[src/rtl/spis_intf_gen_if.sv]
`default_nettype none
// ============================================================================
//  Module   : spis_intf_gen_if
//  Purpose  : SPI pins plus register read/write port of the SPI slave front end
//  Revision : 1.0  initial release
// ============================================================================
interface spis_intf_gen_if #(
    parameter int DATA_W = 32,
    parameter int ADDR_W = 16
);
    logic              ss_n;
    logic              mosi;
    logic              miso;
    logic              reg_wr;
    logic [ADDR_W-1:0] reg_wr_addr;
    logic [DATA_W-1:0] reg_wr_data;
    logic              reg_rd;
    logic [ADDR_W-1:0] reg_rd_addr;
    logic [DATA_W-1:0] reg_rd_data;
    logic              busy;
    logic              cmd_err;
    logic              ovr_err;
    logic              frame_abort;

    modport slave (
        input  ss_n, mosi, reg_rd_data,
        output miso, reg_wr, reg_wr_addr, reg_wr_data, reg_rd, reg_rd_addr,
               busy, cmd_err, ovr_err, frame_abort
    );

    modport master (
        output ss_n, mosi, reg_rd_data,
        input  miso, reg_wr, reg_wr_addr, reg_wr_data, reg_rd, reg_rd_addr,
               busy, cmd_err, ovr_err, frame_abort
    );
endinterface
`default_nettype wire

[src/rtl/spis_intf_gen.sv]
`default_nettype none
// ============================================================================
//  Module   : spis_intf_gen
//  Purpose  : parametrised SPI slave; command/address/data deserialiser with
//             burst register access and MISO read-back
//  Revision : 1.0  initial release
// ============================================================================
module spis_intf_gen #(
    parameter int DATA_W   = 32,
    parameter int ADDR_W   = 16,
    parameter int BLEN_W   = 8,
    parameter int AUTO_INC = 1
) (
    input  logic           sclk,
    input  logic           rst,
    spis_intf_gen_if.slave bus
);

    localparam int c_bcnt_w = $clog2(DATA_W);
    localparam logic [c_bcnt_w-1:0] c_last     = c_bcnt_w'(DATA_W - 1);
    localparam logic [c_bcnt_w-1:0] c_bcnt_one = c_bcnt_w'(1);
    localparam logic [BLEN_W-1:0]   c_blen_one = BLEN_W'(1);

    localparam logic [2:0] c_st_idle = 3'd0;
    localparam logic [2:0] c_st_cmd  = 3'd1;
    localparam logic [2:0] c_st_wr   = 3'd2;
    localparam logic [2:0] c_st_rd   = 3'd3;
    localparam logic [2:0] c_st_done = 3'd4;
    localparam logic [2:0] c_st_err  = 3'd5;

    localparam logic [7:0] c_op_rd  = 8'h00;
    localparam logic [7:0] c_op_wr  = 8'h01;
    localparam logic [7:0] c_op_brd = 8'h20;
    localparam logic [7:0] c_op_bwr = 8'h21;

    logic [2:0]          state_q, state_d;
    logic [c_bcnt_w-1:0] bcnt_q, bcnt_d;
    logic [DATA_W-2:0]   shift_q, shift_d;
    logic [DATA_W-1:0]   tx_q, tx_d;
    logic [BLEN_W-1:0]   cnt_q, cnt_d;
    logic [ADDR_W-1:0]   cur_addr_q, cur_addr_d;
    logic                is_wr_q, is_wr_d;
    logic [DATA_W-1:0]   rd_buf_q, rd_buf_d;
    logic                rd_valid_q, rd_valid_d;
    logic                wr_pend_q, wr_pend_d;
    logic                rd_pend_q, rd_pend_d;
    logic                rd_cap_q, rd_cap_d;
    logic                reg_wr_q, reg_wr_d;
    logic                reg_rd_q, reg_rd_d;
    logic [ADDR_W-1:0]   reg_wr_addr_q, reg_wr_addr_d;
    logic [DATA_W-1:0]   reg_wr_data_q, reg_wr_data_d;
    logic [ADDR_W-1:0]   reg_rd_addr_q, reg_rd_addr_d;
    logic                cmd_err_q, cmd_err_d;
    logic                ovr_err_q, ovr_err_d;
    logic                frame_abort_q, frame_abort_d;

    logic                w_wb;
    logic [DATA_W-1:0]   w_word;
    logic [7:0]          w_opcode;
    logic [BLEN_W-1:0]   w_cmd_blen;
    logic [ADDR_W-1:0]   w_cmd_addr;
    logic                w_op_single;
    logic                w_op_burst;
    logic                w_cmd_ok;
    logic [BLEN_W-1:0]   w_count;
    logic [ADDR_W-1:0]   w_addr_step;

    generate
        if (AUTO_INC != 0) begin : g_addr_inc
            assign w_addr_step = ADDR_W'(1);
        end else begin : g_addr_fixed
            assign w_addr_step = '0;
        end
    endgenerate

    assign w_wb        = ~bus.ss_n & (bcnt_q == c_last);
    assign w_word      = {shift_q, bus.mosi};
    assign w_opcode    = w_word[DATA_W-1 -: 8];
    assign w_cmd_blen  = w_word[ADDR_W+BLEN_W-1 : ADDR_W];
    assign w_cmd_addr  = w_word[ADDR_W-1:0];
    assign w_op_single = (w_opcode == c_op_rd) | (w_opcode == c_op_wr);
    assign w_op_burst  = (w_opcode == c_op_brd) | (w_opcode == c_op_bwr);
    assign w_cmd_ok    = w_op_single | (w_op_burst & (w_cmd_blen != '0));
    assign w_count     = w_op_burst ? w_cmd_blen : c_blen_one;

    always_comb begin
        state_d       = state_q;
        bcnt_d        = bcnt_q;
        shift_d       = shift_q;
        tx_d          = tx_q;
        cnt_d         = cnt_q;
        cur_addr_d    = cur_addr_q;
        is_wr_d       = is_wr_q;
        rd_buf_d      = rd_buf_q;
        rd_valid_d    = rd_valid_q;
        wr_pend_d     = 1'b0;
        rd_pend_d     = 1'b0;
        rd_cap_d      = reg_rd_q;
        reg_wr_d      = wr_pend_q;
        reg_rd_d      = rd_pend_q;
        reg_wr_addr_d = reg_wr_addr_q;
        reg_wr_data_d = reg_wr_data_q;
        reg_rd_addr_d = reg_rd_addr_q;
        cmd_err_d     = cmd_err_q;
        ovr_err_d     = ovr_err_q;
        frame_abort_d = 1'b0;

        // Read data is valid the cycle after the strobe; park it until the next word boundary.
        if (rd_cap_q) begin
            rd_buf_d   = bus.reg_rd_data;
            rd_valid_d = 1'b1;
        end

        if (bus.ss_n) begin
            frame_abort_d = (bcnt_q != '0);
            state_d       = c_st_idle;
            bcnt_d        = '0;
            shift_d       = '0;
            tx_d          = '0;
            cnt_d         = '0;
            rd_valid_d    = 1'b0;
        end else begin
            bcnt_d  = w_wb ? '0 : bcnt_q + c_bcnt_one;
            shift_d = w_word[DATA_W-2:0];
            tx_d    = {tx_q[DATA_W-2:0], 1'b0};
            case (state_q)
                c_st_idle: begin
                    state_d   = c_st_cmd;
                    cmd_err_d = 1'b0;
                    ovr_err_d = 1'b0;
                end
                c_st_cmd: begin
                    if (w_wb) begin
                        tx_d       = '0;
                        rd_valid_d = 1'b0;
                        if (!w_cmd_ok) begin
                            cmd_err_d = 1'b1;
                            state_d   = c_st_err;
                        end else if (w_opcode[0]) begin
                            is_wr_d    = 1'b1;
                            cnt_d      = w_count;
                            cur_addr_d = w_cmd_addr;
                            state_d    = c_st_wr;
                        end else begin
                            is_wr_d       = 1'b0;
                            rd_pend_d     = 1'b1;
                            reg_rd_addr_d = w_cmd_addr;
                            cnt_d         = w_count - c_blen_one;
                            cur_addr_d    = w_cmd_addr + w_addr_step;
                            state_d       = (w_count == c_blen_one) ? c_st_done : c_st_rd;
                        end
                    end
                end
                c_st_wr: begin
                    if (w_wb) begin
                        wr_pend_d     = 1'b1;
                        reg_wr_data_d = w_word;
                        reg_wr_addr_d = cur_addr_q;
                        cur_addr_d    = cur_addr_q + w_addr_step;
                        cnt_d         = cnt_q - c_blen_one;
                        if (cnt_q == c_blen_one) begin
                            state_d = c_st_done;
                        end
                    end
                end
                c_st_rd: begin
                    if (w_wb) begin
                        rd_pend_d     = 1'b1;
                        reg_rd_addr_d = cur_addr_q;
                        cur_addr_d    = cur_addr_q + w_addr_step;
                        cnt_d         = cnt_q - c_blen_one;
                        if (cnt_q == c_blen_one) begin
                            state_d = c_st_done;
                        end
                        tx_d       = rd_valid_q ? rd_buf_q : '0;
                        rd_valid_d = 1'b0;
                    end
                end
                c_st_done: begin
                    if (w_wb) begin
                        if (is_wr_q) begin
                            ovr_err_d = 1'b1;
                        end else begin
                            // Drains the final read word, then zeros once nothing is left.
                            tx_d       = rd_valid_q ? rd_buf_q : '0;
                            rd_valid_d = 1'b0;
                        end
                    end
                end
                default: begin
                    tx_d = '0;
                end
            endcase
        end
    end

    always_ff @(posedge sclk) begin
        if (rst) begin
            state_q       <= c_st_idle;
            bcnt_q        <= '0;
            shift_q       <= '0;
            tx_q          <= '0;
            cnt_q         <= '0;
            cur_addr_q    <= '0;
            is_wr_q       <= 1'b0;
            rd_buf_q      <= '0;
            rd_valid_q    <= 1'b0;
            wr_pend_q     <= 1'b0;
            rd_pend_q     <= 1'b0;
            rd_cap_q      <= 1'b0;
            reg_wr_q      <= 1'b0;
            reg_rd_q      <= 1'b0;
            reg_wr_addr_q <= '0;
            reg_wr_data_q <= '0;
            reg_rd_addr_q <= '0;
            cmd_err_q     <= 1'b0;
            ovr_err_q     <= 1'b0;
            frame_abort_q <= 1'b0;
        end else begin
            state_q       <= state_d;
            bcnt_q        <= bcnt_d;
            shift_q       <= shift_d;
            tx_q          <= tx_d;
            cnt_q         <= cnt_d;
            cur_addr_q    <= cur_addr_d;
            is_wr_q       <= is_wr_d;
            rd_buf_q      <= rd_buf_d;
            rd_valid_q    <= rd_valid_d;
            wr_pend_q     <= wr_pend_d;
            rd_pend_q     <= rd_pend_d;
            rd_cap_q      <= rd_cap_d;
            reg_wr_q      <= reg_wr_d;
            reg_rd_q      <= reg_rd_d;
            reg_wr_addr_q <= reg_wr_addr_d;
            reg_wr_data_q <= reg_wr_data_d;
            reg_rd_addr_q <= reg_rd_addr_d;
            cmd_err_q     <= cmd_err_d;
            ovr_err_q     <= ovr_err_d;
            frame_abort_q <= frame_abort_d;
        end
    end

    assign bus.miso        = tx_q[DATA_W-1];
    assign bus.reg_wr      = reg_wr_q;
    assign bus.reg_wr_addr = reg_wr_addr_q;
    assign bus.reg_wr_data = reg_wr_data_q;
    assign bus.reg_rd      = reg_rd_q;
    assign bus.reg_rd_addr = reg_rd_addr_q;
    assign bus.busy        = (state_q != c_st_idle);
    assign bus.cmd_err     = cmd_err_q;
    assign bus.ovr_err     = ovr_err_q;
    assign bus.frame_abort = frame_abort_q;

endmodule
`default_nettype wire

[src/flat_wrapper.sv]
// flat-port wrapper written by rule: the top's interface ports become plain ports
module spis_intf_gen_flat 
#(
    parameter int DATA_W   = 32,
    parameter int ADDR_W   = 16,
    parameter int BLEN_W   = 8,
    parameter int AUTO_INC = 1
)
  (sclk, rst, bus_ss_n, bus_mosi, bus_reg_rd_data, bus_miso, bus_reg_wr, bus_reg_wr_addr, bus_reg_wr_data, bus_reg_rd, bus_reg_rd_addr, bus_busy, bus_cmd_err, bus_ovr_err, bus_frame_abort);
  spis_intf_gen_if #(.DATA_W(DATA_W), .ADDR_W(ADDR_W)) bus_i ();
  input  logic sclk;
  input  logic rst;
  input wire logic [$bits(bus_i.ss_n)-1:0] bus_ss_n;
  input wire logic [$bits(bus_i.mosi)-1:0] bus_mosi;
  input wire logic [$bits(bus_i.reg_rd_data)-1:0] bus_reg_rd_data;
  output wire logic [$bits(bus_i.miso)-1:0] bus_miso;
  output wire logic [$bits(bus_i.reg_wr)-1:0] bus_reg_wr;
  output wire logic [$bits(bus_i.reg_wr_addr)-1:0] bus_reg_wr_addr;
  output wire logic [$bits(bus_i.reg_wr_data)-1:0] bus_reg_wr_data;
  output wire logic [$bits(bus_i.reg_rd)-1:0] bus_reg_rd;
  output wire logic [$bits(bus_i.reg_rd_addr)-1:0] bus_reg_rd_addr;
  output wire logic [$bits(bus_i.busy)-1:0] bus_busy;
  output wire logic [$bits(bus_i.cmd_err)-1:0] bus_cmd_err;
  output wire logic [$bits(bus_i.ovr_err)-1:0] bus_ovr_err;
  output wire logic [$bits(bus_i.frame_abort)-1:0] bus_frame_abort;
  assign bus_i.ss_n = bus_ss_n;
  assign bus_i.mosi = bus_mosi;
  assign bus_i.reg_rd_data = bus_reg_rd_data;
  assign bus_miso = bus_i.miso;
  assign bus_reg_wr = bus_i.reg_wr;
  assign bus_reg_wr_addr = bus_i.reg_wr_addr;
  assign bus_reg_wr_data = bus_i.reg_wr_data;
  assign bus_reg_rd = bus_i.reg_rd;
  assign bus_reg_rd_addr = bus_i.reg_rd_addr;
  assign bus_busy = bus_i.busy;
  assign bus_cmd_err = bus_i.cmd_err;
  assign bus_ovr_err = bus_i.ovr_err;
  assign bus_frame_abort = bus_i.frame_abort;
  spis_intf_gen #(.DATA_W(DATA_W), .ADDR_W(ADDR_W), .BLEN_W(BLEN_W), .AUTO_INC(AUTO_INC)) u_core (.sclk(sclk), .rst(rst), .bus(bus_i));
endmodule
[config.mk]
export PLATFORM = sky130hd
export DESIGN_NAME = spis_intf_gen_flat
export DESIGN_NICKNAME = d
export VERILOG_FILES = /design/src/rtl/spis_intf_gen_if.sv /design/src/rtl/spis_intf_gen.sv /design/src/flat_wrapper.sv
export SDC_FILE = /design/constraint.sdc
export NUM_CORES = 1
export LEC_CHECK = 0
export BUFFER_PORTS_ARGS = -buffer_cell sky130_fd_sc_hd__clkbuf_2
export CAP_MARGIN = 20
export CORE_ASPECT_RATIO = 1.2
export CORE_MARGIN = 10
export CORE_UTILIZATION = 45
export DETAILED_ROUTE_END_ITERATION = 6
export PLACE_DENSITY = 0.71
export SYNTH_ARGS = -nofsm -noshare
export SYNTH_HDL_FRONTEND = slang
export SYNTH_SLANG_ARGS = --single-unit
[constraint.sdc]
create_clock -name sclk -period 2.3 [get_ports sclk]
set_input_delay 0.345 -clock sclk [delete_from_list [all_inputs] [get_ports sclk]]
set_output_delay 0.345 -clock sclk [all_outputs]
set_load 0.05 [all_outputs]
==> results.toml <==
[status]
outcome = "finished, final reports clean"

[placed_design]
place_congestion = 0.8733
portBuffers = 106
dpl.hpwl_um = 14210
placedCellCount = 1227

[synth]
yosys_warnings = 0
ys_types = 62
netlist_area_um2 = 8165
ys.flop_type = "dfxtp_1"
synthCells = 932
synth.avg_cell_area_um2 = 8.761
synth-edff-count = 0
ys_ff_latch = 201
yosysSeqAreaShare_pct = 49.28
async_reset_ff_share_pct = 0
synthesis.nets = 975

[final_layout]
final_core_utilization_pct = 55.52
nets = 1081
final_cell_mix = "dfxtp_1 (198), nand2_1 (127), nor2_1 (117)"
final_common_cell = "dfxtp_1"
antenna_cells = 0
nFillCells = 1602
drive_gt1_share_pct = 19.92
syn_to_final_growth_pct = 20.38
instances_no_fill = 1269

[route]
post-route-drc-count = 0
first_pass_iters = 5
antenna_left = 0
wl_um = 21700
drt_iter0_markers = 437
via_per_inst = 5.540
vias = 7030
post_drt_wl_per_cell_um = 17.10

[sta]
finalHoldViolCount = 0
fin_skew_ns = 0.01364
drv_slew = 0
fmax_mhz = 448.4
min_period_ns = 2.230
totalNegativeSetupSlack_ns = 0
post-route-period-util_pct = 96.96
worst_slew_pin_slew_ns = 0.6298
relSlewSlack_pct = 58.01
setup_viol = 0

[critical_path]
reg2reg_slack_ns = 0.07
cp_top_family = "simple AND/OR/NAND/NOR gates"
worstSetupEndpointType = "flop"
crit_required_ns = 2.66
worst_path_largest_cell_delay_ns = 0.46
timing.rr.end = "u_core.cur_addr_q[2]"
cp.buffers_inverters = 1
r2r_start = "u_core.bcnt_q[1]"
cpMostUsedCell = "or3_4"
cp_max_fo = 6
crit_chain = "ha_4 > and3_1 > ha_2 > nand2b_4 > or3_4 > or3_4 > buf_4 > o21ai_1 > a21oi_1"
cp-start-kind = "flop"
crit_type = "flop to flop"
crit_slowest_cell = "or3_4"
worstPathArrival_ns = 2.59
worstRegToRegCells = 9

[cts]
holdBufCountCts = 0
clkTransAtPathRegs_ns = 0.06
cts_root_buf = "clkbuf_16"
cts_buffer_depth = 3
clock-sinks = 201
cts_tree = "done"
cts_inserted_buffers = 21
clkLatencyLatePin_ns = 0.50
h-tree-depth = 1

[floorplan]
fp.dieArea_um2 = 23960
core.rowCount = 53
dieHeight_um = 167.6
core_area_um2 = 17710
pin_count = 107
dieWidth_um = 143.0
initial_core_util_pct = 46.12

[global_route]
grt.met1_usage_pct = 21.43
grt_pass1_vias = 6952
top_usage_layer = "met2"
grt_use_met3_pct = 3.367
gr-usage-met2_pct = 29.19
grt_pass1_wl_um = 35440
gr-total-overflow = 0
grt_use_total_pct = 17.40
antenna_found_initial = 0
grt_max_degree = 52

[min_path]
min_path_type = "primary input to flop"
min_path_cells = 3
min_to = "u_core.rd_buf_q[22]"
min_from = "bus_reg_rd_data[22]"

[power_and_ir_drop]
p_total_w = 0.006905
vdd_drop_max_v = 0.0004400
leakagePower_nw = 3.686
p_per_area_nw_per_um2 = 702.5

[run]
max_cap_viol_count = 0
-- cells in the mapped netlist, drive strengths merged (11+ instances only) --
master	instances	share of area, %
a22oi	31	2.9
mux2i	45	5.5
xor2	14	1.5
nor2	118	5.5
inv	11	0.51
clkbuf	54	2.5
and2	31	2.4
dfxtp	201	49
o21ai	31	1.9
nand3	16	0.98
a21oi	73	4.5
buf	13	0.98
nor3	26	1.7
nand2	128	5.9
xnor2	11	1.2
a211oi	16	1.6
-- registers in the layout, indices dropped and copies added (netlist names) --
signal	cells
u_core.rd_cap_q	1
u_core.cur_addr_q	16
u_core.bus.reg_wr_addr	16
u_core.bus.ovr_err	1
u_core.is_wr_q	1
u_core.cnt_q	8
u_core.bcnt_q	5
u_core.tx_q	32
u_core.rd_pend_q	1
u_core.state_q	3
u_core.shift_q	31
u_core.bus.reg_wr_data	32
u_core.bus.reg_rd_addr	16
u_core.bus.reg_rd	1
u_core.rd_buf_q	32
u_core.bus.reg_wr	1
u_core.bus.frame_abort	1
u_core.reg_wr_d	1
u_core.rd_valid_q	1
u_core.bus.cmd_err	1
-- power by group --
group	switching [W]	total, W	internal [W]	leakage [nW]
sequential	0.00000680	0.00349	0.00348	1.62
clock	0.00134	0.00325	0.00191	0.323
combinational	0.000109	0.000160	0.0000514	1.74
-- final cells by class --
type | count | area (um2) | area share [%]
clock inverters | 5 | 53.80 | 0.5474
clock buffers | 29 | 595.6 | 6.059
well taps | 220 | 275.3 | 2.800
repair buffers | 149 | 943.4 | 9.598
multi-input cells | 654 | 3887 | 39.55
inverters | 11 | 41.29 | 0.4201
flip-flops and latches | 201 | 4033 | 41.03
-- metal layers --
metal / up-vias / routed length, um / part of all wire [%]
li1: 3435 / - / -
met1: 3343 / 9233 / 43
met2: 208 / 10450 / 48
met3: 44 / 1361 / 6.3
met4: 0 / 650 / 3.0
met5: - / 0 / 0
-- metrics by stage --
step	setup WS [ns]	hold slack [ns]	area (um2)
6_report	0.06996	0.08718	9829
5_1_grt	-0.04136	0.08744	9829
4_1_cts	0.01281	0.07587	9699
3_5_place_dp	0.03141	0.4354	9050
3_3_place_gp	0.06050	0.4242	9050
2_1_floorplan	-0.05551	0.4138	8193
-- worst reg2reg max path, delay by kind of cell (launching register included) --
family / cells / cell delay, ns
AO/OA/AOI/OAI: 2 / 0.20
adder cells (fa/ha/maj): 2 / 0.34
AND/OR/NAND/NOR: 4 / 1.04
flip-flops: 1 / 0.36
buffers and inverters: 1 / 0.17
-- worst max path at each step --
| stage | from | to | slack [ns] | cells after the start |
|---|---|---|---|---|
| after floorplan | u_core.bcnt_q[0] | u_core.cnt_q[4] | -0.06 | 11 |
| after global placement | u_core.bcnt_q[0] | u_core.cur_addr_q[10] | 0.06 | 8 |
| after detailed placement | u_core.bcnt_q[0] | u_core.cnt_q[1] | 0.03 | 8 |
| after CTS | u_core.bcnt_q[0] | u_core.cur_addr_q[10] | 0.01 | 8 |
| after global routing | u_core.shift_q[19] | u_core.bus.reg_rd_addr[9] | -0.04 | 7 |
| final | u_core.bcnt_q[1] | u_core.cur_addr_q[2] | 0.07 | 9 |
-- timing repair --
action                     4_1_cts  5_1_grt
setup buffers                    0        6
gates resized for setup          0       10
setup endpoints to repair        0       19
-- cell families (layout without fill, tap and decap cells) --
logic type	count (synthesis)	count (layout)	share of synthesized area [%]
AO/OA/AOI/OAI	191	191	15.15
XOR/XNOR	25	25	2.682
adder cells (fa/ha/maj)	7	7	1.073
buffers and inverters	78	194	3.969
flip-flops	201	201	49.28
multiplexers	45	45	5.516
AND/OR/NAND/NOR	385	386	22.33
No activity file was read; power rests on OpenSTA's default activity.
